`src/rtl/sub_step2_stage_if.sv`:
```
// Operand/result handshake bundle for the alignment-subtract stage.
// slave is the stage's view, master is the upstream/downstream environment.
interface sub_step2_stage_if #(
    parameter int LZC_W = 5
);
    logic             in_valid;
    logic             in_ready;
    logic             sign_shifted;
    logic [25:0]      frac_shifted;
    logic             sign_not_shifted;
    logic [25:0]      frac_not_shifted;
    logic [7:0]       exp_max;
    logic             cmp;
    logic             out_valid;
    logic             out_ready;
    logic             out_sign;
    logic [26:0]      out_frac;
    logic [7:0]       out_exp;
    logic [LZC_W-1:0] out_lzc;
    logic             out_zero;

    modport slave (
        input  in_valid, sign_shifted, frac_shifted, sign_not_shifted,
               frac_not_shifted, exp_max, cmp, out_ready,
        output in_ready, out_valid, out_sign, out_frac, out_exp, out_lzc, out_zero
    );

    modport master (
        output in_valid, sign_shifted, frac_shifted, sign_not_shifted,
               frac_not_shifted, exp_max, cmp, out_ready,
        input  in_ready, out_valid, out_sign, out_frac, out_exp, out_lzc, out_zero
    );
endinterface

```
`src/rtl/sub_step2_stage.sv`:
```
// Two-stage signed-magnitude subtract X - Y of aligned fractions, with
// leading-zero count and zero detect; both stages advance in lockstep.
module sub_step2_stage #(
    parameter int LZC_W = 5
) (
    input  logic           CLK,
    input  logic           nRST,
    input  logic           flush,
    sub_step2_stage_if.slave bus
);
    logic             advance;
    logic             accept;

    logic [27:0]      val_shifted;
    logic [27:0]      val_not_shifted;
    logic [27:0]      x_val;
    logic [27:0]      y_val;
    logic [27:0]      diff;
    logic [27:0]      neg_diff;
    logic [26:0]      mag;

    logic             s1_valid;
    logic             s1_sign;
    logic [26:0]      s1_frac;
    logic [7:0]       s1_exp;

    logic [LZC_W-1:0] lzc_next;

    logic             s2_valid;
    logic             s2_sign;
    logic [26:0]      s2_frac;
    logic [7:0]       s2_exp;
    logic [LZC_W-1:0] s2_lzc;
    logic             s2_zero;

    assign advance      = bus.out_ready | ~s2_valid;
    assign accept       = bus.in_valid & advance;
    assign bus.in_ready = advance;

    // Both operands fit in 26 bits, so the 28-bit difference never overflows
    // and its magnitude always fits in 27 bits.
    always_comb begin
        val_shifted     = bus.sign_shifted ? -{2'b00, bus.frac_shifted}
                                           :  {2'b00, bus.frac_shifted};
        val_not_shifted = bus.sign_not_shifted ? -{2'b00, bus.frac_not_shifted}
                                               :  {2'b00, bus.frac_not_shifted};
        x_val    = bus.cmp ? val_shifted : val_not_shifted;
        y_val    = bus.cmp ? val_not_shifted : val_shifted;
        diff     = x_val - y_val;
        neg_diff = -diff;
        mag      = diff[27] ? neg_diff[26:0] : diff[26:0];
    end

    // Last set bit scanning upward wins, giving the count from bit 26.
    always_comb begin
        lzc_next = LZC_W'(27);
        for (int unsigned i = 0; i < 27; i++) begin
            if (s1_frac[i]) begin
                lzc_next = LZC_W'(26 - i);
            end
        end
    end

    always_ff @(posedge CLK or negedge nRST) begin
        if (!nRST) begin
            s1_valid <= 1'b0;
            s1_sign  <= 1'b0;
            s1_frac  <= '0;
            s1_exp   <= '0;
            s2_valid <= 1'b0;
            s2_sign  <= 1'b0;
            s2_frac  <= '0;
            s2_exp   <= '0;
            s2_lzc   <= '0;
            s2_zero  <= 1'b0;
        end else if (flush) begin
            s1_valid <= 1'b0;
            s2_valid <= 1'b0;
        end else if (advance) begin
            s1_valid <= accept;
            s1_sign  <= diff[27];
            s1_frac  <= mag;
            s1_exp   <= bus.exp_max;
            s2_valid <= s1_valid;
            s2_sign  <= s1_sign;
            s2_frac  <= s1_frac;
            s2_exp   <= s1_exp;
            s2_lzc   <= lzc_next;
            s2_zero  <= (s1_frac == '0);
        end
    end

    assign bus.out_valid = s2_valid;
    assign bus.out_sign  = s2_sign;
    assign bus.out_frac  = s2_frac;
    assign bus.out_exp   = s2_exp;
    assign bus.out_lzc   = s2_lzc;
    assign bus.out_zero  = s2_zero;
endmodule

```
`src/flat_wrapper.sv`:
```
// flat-port wrapper written by rule: the top's interface ports become plain ports
module sub_step2_stage_flat 
#(
    parameter int LZC_W = 5
)
  (CLK, nRST, flush, bus_in_valid, bus_sign_shifted, bus_frac_shifted, bus_sign_not_shifted, bus_frac_not_shifted, bus_exp_max, bus_cmp, bus_out_ready, bus_in_ready, bus_out_valid, bus_out_sign, bus_out_frac, bus_out_exp, bus_out_lzc, bus_out_zero);
  sub_step2_stage_if #(.LZC_W(LZC_W)) bus_i ();
  input  logic CLK;
  input  logic nRST;
  input  logic flush;
  input wire logic [$bits(bus_i.in_valid)-1:0] bus_in_valid;
  input wire logic [$bits(bus_i.sign_shifted)-1:0] bus_sign_shifted;
  input wire logic [$bits(bus_i.frac_shifted)-1:0] bus_frac_shifted;
  input wire logic [$bits(bus_i.sign_not_shifted)-1:0] bus_sign_not_shifted;
  input wire logic [$bits(bus_i.frac_not_shifted)-1:0] bus_frac_not_shifted;
  input wire logic [$bits(bus_i.exp_max)-1:0] bus_exp_max;
  input wire logic [$bits(bus_i.cmp)-1:0] bus_cmp;
  input wire logic [$bits(bus_i.out_ready)-1:0] bus_out_ready;
  output wire logic [$bits(bus_i.in_ready)-1:0] bus_in_ready;
  output wire logic [$bits(bus_i.out_valid)-1:0] bus_out_valid;
  output wire logic [$bits(bus_i.out_sign)-1:0] bus_out_sign;
  output wire logic [$bits(bus_i.out_frac)-1:0] bus_out_frac;
  output wire logic [$bits(bus_i.out_exp)-1:0] bus_out_exp;
  output wire logic [$bits(bus_i.out_lzc)-1:0] bus_out_lzc;
  output wire logic [$bits(bus_i.out_zero)-1:0] bus_out_zero;
  assign bus_i.in_valid = bus_in_valid;
  assign bus_i.sign_shifted = bus_sign_shifted;
  assign bus_i.frac_shifted = bus_frac_shifted;
  assign bus_i.sign_not_shifted = bus_sign_not_shifted;
  assign bus_i.frac_not_shifted = bus_frac_not_shifted;
  assign bus_i.exp_max = bus_exp_max;
  assign bus_i.cmp = bus_cmp;
  assign bus_i.out_ready = bus_out_ready;
  assign bus_in_ready = bus_i.in_ready;
  assign bus_out_valid = bus_i.out_valid;
  assign bus_out_sign = bus_i.out_sign;
  assign bus_out_frac = bus_i.out_frac;
  assign bus_out_exp = bus_i.out_exp;
  assign bus_out_lzc = bus_i.out_lzc;
  assign bus_out_zero = bus_i.out_zero;
  sub_step2_stage #(.LZC_W(LZC_W)) u_core (.CLK(CLK), .nRST(nRST), .flush(flush), .bus(bus_i));
endmodule
```
`config.mk`:
```
export PLATFORM = sky130hd
export DESIGN_NAME = sub_step2_stage_flat
export DESIGN_NICKNAME = d
export VERILOG_FILES = /design/src/rtl/sub_step2_stage_if.sv /design/src/rtl/sub_step2_stage.sv /design/src/flat_wrapper.sv
export SDC_FILE = /design/constraint.sdc
export NUM_CORES = 1
export LEC_CHECK = 0
export BUFFER_PORTS_ARGS = -buffer_cell sky130_fd_sc_hd__buf_2
export CORE_AREA = 2 2 114 116
export DETAILED_ROUTE_END_ITERATION = 8
export DIE_AREA = 0 0 116 118
export GPL_ROUTABILITY_DRIVEN = 0
export PLACE_DENSITY = 0.79
export SKIP_CTS_REPAIR_TIMING = 1
export SYNTH_ARGS = -nofsm -noshare
export SYNTH_HDL_FRONTEND = slang
export SYNTH_SLANG_ARGS = --single-unit
```
`constraint.sdc`:
```
create_clock -name CLK -period 2.55 [get_ports CLK]
set_clock_uncertainty 0.2 [all_clocks]
set_input_delay 0.255 -clock CLK [delete_from_list [all_inputs] [get_ports CLK]]
set_output_delay 0.255 -clock CLK [all_outputs]
set_load 0.01 [all_outputs]
```
# Yosys cells after proc, flatten, opt, wreduce, memory -nomap -nowiden
# Cells that the tools add are included.
# totals
regBits	80
in_bits	68
out_inout_bits	44
word_cells	57
# op_classes
n_addsub	4
mux	36
bitwise	4
n_reduce_logical	3
# op_table
operator	count
28-bit two-way mux	4
5-bit two-way mux	16
26-bit negation with 28-bit output	2
4-bit two-way mux	8
28-bit subtractor	1
27-bit logical NOT	1
27-bit two-way mux	1
27-bit negation	1
1-bit two-way mux	5
2-bit two-way mux	2
1-bit inverter	2
2-bit AND reduction	1
2-bit nonzero test	1
1-bit bitwise AND	1
1-bit OR	1

# Logic depth before layout (Yosys ltp)
# logic_depth
depth_word	27
ltp_mapped	23
depth_no_buf	22

# Least setup slack after synthesis
# Ideal clock, no wire load.
# synth_timing
path_kind	in2reg
from	input port bus_frac_not_shifted[7]
to	register u_core.s1_frac[26]
setup_ns	0.132
arrival_time_ns	4.394
required_time_ns	2.218
slack_ns	-2.175
path_stages	19
path_buffers	2
cell_sequence	or4_4 -> or4_4 -> or4_1 -> buf_2 -> nand2_1 -> xor2_1 -> mux2i_1 -> ha_1 -> and3_1 -> and3_1 -> a32oi_1 -> and2_1 -> o21bai_1 -> a211oi_1 -> xnor2_2 -> buf_6 -> a41oi_1 -> xnor2_1 -> o21ai_1
# synth_via
elab_chain_cells	6
elab_cells_between_ends	7
cone_classes	3 x add/sub; 4 x mux
# synth_rtl
element	line_no	source
start: declaration	flat_wrapper.sv:15	input wire logic [$bits(bus_i.frac_not_shifted)-1:0] bus_frac_not_shifted;
26-bit negation with 28-bit output	sub_step2_stage.sv:45	val_not_shifted = bus.sign_not_shifted ? -{2'b00, bus.frac_not_shifted}
28-bit two-way mux *	sub_step2_stage.sv:45	
28-bit two-way mux (on tied branches)	sub_step2_stage.sv:47, sub_step2_stage.sv:48	
28-bit subtractor *	sub_step2_stage.sv:49	diff = x_val - y_val;
27-bit negation	sub_step2_stage.sv:50	neg_diff = -diff;
27-bit two-way mux *	sub_step2_stage.sv:51	mag = diff[27] ? neg_diff[26:0] : diff[26:0];
end signal: assignment	sub_step2_stage.sv:82	s1_frac <= mag;
end: declaration	sub_step2_stage.sv:24	logic [26:0] s1_frac;
# Mark *: on every way between the ends. The rest lies on a longest branch, timed or not.
# A chain may end at the register's enable or synchronous reset.

# Worst setup path after layout
# layout_timing
from	input port bus_frac_not_shifted[7]
to	register u_core.s1_frac[8]
# The elaborated chain is that of the path after synthesis.

==> metrics.cfg <==
[outcome]
status=finished, violations left
violations=setup timing

[sta]
rsz0062_at_grt=true
post-route-period-util_pct=180
hold_viol=0
fin_crit_ps=4590
max_slew_margin_pct=64.1
worstMarginPinSlew_ps=539
clock.fmax_ghz=0.218
finalSetupViolCount=27
finalMaxSlewViolations=0
worst_slack_ps=-2040

[min_path]
whs_path_depth=4
hold_path_class=in -> reg
hold_start=bus_out_ready
min_to=u_core.bus.out_valid

[run]
maxCapViolCount=0

[floorplanning]
die_area_um2=13700
fp-row-count=41
io_pins=112
core-area_um2=12400
die_h_um=118
die_w_um=116
initial_utilization_pct=55.8

[setup_path]
regToRegSetupSlack_ps=340
crit_chain=buf_6, or4_4, or4_4, or4_4, nand2_4, xor2_2, mux2i_1, ha_1, and3_4, and3_4, a32oi_2, and2_4, o21bai_4, a211oi_4, xnor2_4, buf_12, buf_6, a21oi_2, xnor2_1, o21ai_1
cpMaxStageDelayCell=or4_4
r2r_end=u_core.bus.out_lzc[0]
critical-path-top-delay-family=simple AND/OR/NAND/NOR gates
cp.arrival_ps=4580
crit_fanout=7
cp_common_cell=or4_4
crit_buf_inv=3
cpPeakStageDelay_ps=540
reg2reg_depth=10
required_ps=2530
cp-end-kind=register
worstReg2RegStart=u_core.s1_frac[0]
crit_type=in -> reg
crit_path_start_kind=primary input

[synth]
synth_edf_count=0
synthSimpleGateAreaFrac_pct=26.6
synth_area_um2=6930
yosysSeqAreaShare_pct=28.9
ys_types=67
synth_top_area_share_pct=28.9
synth_top_family_by_area=simple AND/OR/NAND/NOR gates
avgSynthCellArea_um2=7.63
synth_cells=909
synth-compound-area-share_pct=18.0
synthAdderAreaFrac_pct=5.52
yosysTopAreaCell=dfrtp_1
yosysWarningCount=0
synth_xor_area_share_pct=12.5
async_flop_share_pct=100
synth_area_leaders=dfrtp_1 (29%), nand2_1 (14%), xor2_1 (8.1%)
syn-num-nets=1007
synthFlopType=dfrtp_1
synth-seq-cells=80
synth.area.mux_share_pct=5.05

[place]
dp_hpwl_mm=13.7
dpl_cell_area_um2=9120
port_buffers=111

[global_route]
grt_start_max_net_pins=52
grt_pass1_wl_mm=28.9
antenna_found_initial=0
grt_pass1_vias=6829
overflow=0
grt_usage_pct=25.0

[clock_tree]
clkSlewWorstSetupHoldPaths_ps=60
cts_sinks=80
cts-buffers-inserted=9
h-tree-depth=3
clk_latency_ps=330
clockBufferDepth=2
cts_tree=done
root_buffer=clkbuf_16

[route]
detail_route.iter0.violations=542
drt_pass1_iterations=5
routedWlPerCell_um=14.4
drcViolationCount=0
viasPerCell=5.46
wl_mm=19.9
ant_nets=0
vias=7550

[power]
power_density_nw_per_um2=772
ir_drop_uv=419
cellLeakagePower_uw=0.00495

[finish]
fill_cells=823
drive_above_1_share_pct=33.9
layout_common_cells=nand2_1 (252), buf_4 (194), buf_2 (108), dfrtp_1 (80), xor2_1 (63)
final_common_cell=nand2_1
nets=1305
fin_area_um2=9980
syn_to_final_growth_pct=44.0
final_util_pct=80.4
antennaDiodeCount=0

-- power breakdown --
part	switching (uW)	internal [uW]
combinational	2250	2130
sequential	402	1710
clock	478	734
-- cell usage after synthesis, types with 3 or more instances --
cell type,n
a211oi_1,5
a21boi_0,3
a21o_1,5
a21oi_1,44
a31o_2,3
a31oi_1,10
a41oi_1,4
and2_1,8
and3_1,9
buf_1,3
clkbuf_1,32
dfrtp_1,80
ha_1,29
inv_1,20
mux2_2,8
mux2i_1,26
nand2_1,253
nand2b_1,9
nand3_1,14
nand3b_1,6
nand4_1,8
nor2_1,44
nor2b_1,9
nor3_1,16
nor4_1,8
o211ai_1,7
o21ai_0,50
o21ai_1,21
o21bai_1,5
o31ai_1,17
o41ai_1,7
or3_1,4
or4_1,5
xnor2_1,33
xor2_1,64
-- logic make-up after synthesis --
family | count (synthesis)
buf+inv | 59
xor+xnor | 98
mux | 34
compound gates | 199
simple gates | 409
fa+ha+maj | 30
flops | 80
-- routing by layer --
metal	vias to the layer above	part of all wire, %	wire length, um	track usage, %
li1	3768	-	-	-
met2	241	51	10100	44.2
met4	0	2.3	462	7.07
met3	33	4.1	817	2.83
met5	-	0	0	0
met1	3508	43	8520	32.0
-- worst max-delay path by stage --
stage          cells after the start                    start            endpoint
6_report                          20  bus_frac_not_shifted[7]   u_core.s1_frac[8]
5_1_grt                           20  bus_frac_not_shifted[7]   u_core.s1_frac[8]
2_1_floorplan                     18  bus_frac_not_shifted[7]  u_core.s1_frac[25]
3_5_place_dp                      20  bus_frac_not_shifted[7]  u_core.s1_frac[22]
4_1_cts                           21  bus_frac_not_shifted[7]   u_core.s1_frac[8]
3_3_place_gp                      20  bus_frac_not_shifted[7]  u_core.s1_frac[12]
-- worst min-delay path, delay by kind of cell --
kind          cells  cell delay [ps]
simple gates      3              240
buf+inv           1               80
-- metrics by stage --
stage	hold WS, ps	setup TNS [ps]	setup slack (ps)	power, uW	std cells
5_1_grt	105	-56750	-2220	8270	1384
4_1_cts	-291	-51920	-2040	7160	1364
3_5_place_dp	61.9	-60720	-2350	5950	1348
2_1_floorplan	-241	-54640	-2070	4350	909
6_report	77.7	-51600	-2040	7710	1384
3_3_place_gp	69.7	-58350	-2260	5810	1348
-- registers in the layout, indices dropped and copies added (netlist names) --
name and count:
u_core.bus.out_lzc 5, u_core.s1_valid 1, u_core.s1_frac 27, u_core.bus.out_frac 27
u_core.bus.out_zero 1, u_core.bus.out_sign 1, u_core.bus.out_valid 1, u_core.s1_exp 8
u_core.s1_sign 1, u_core.bus.out_exp 8
-- final cells by class --
class | count | area (um^2) | area share (%)
Multi-Input combinational cell | 770 | 5100 | 51.1
Timing Repair Buffer | 325 | 2300 | 23.1
Sequential cell | 80 | 2000 | 20.1
Clock buffer | 13 | 270 | 2.71
Tap cell | 172 | 215 | 2.16
Inverter | 21 | 78.8 | 0.790
Clock inverter | 3 | 15.0 | 0.150
Power figures use the tool's default switching activity.
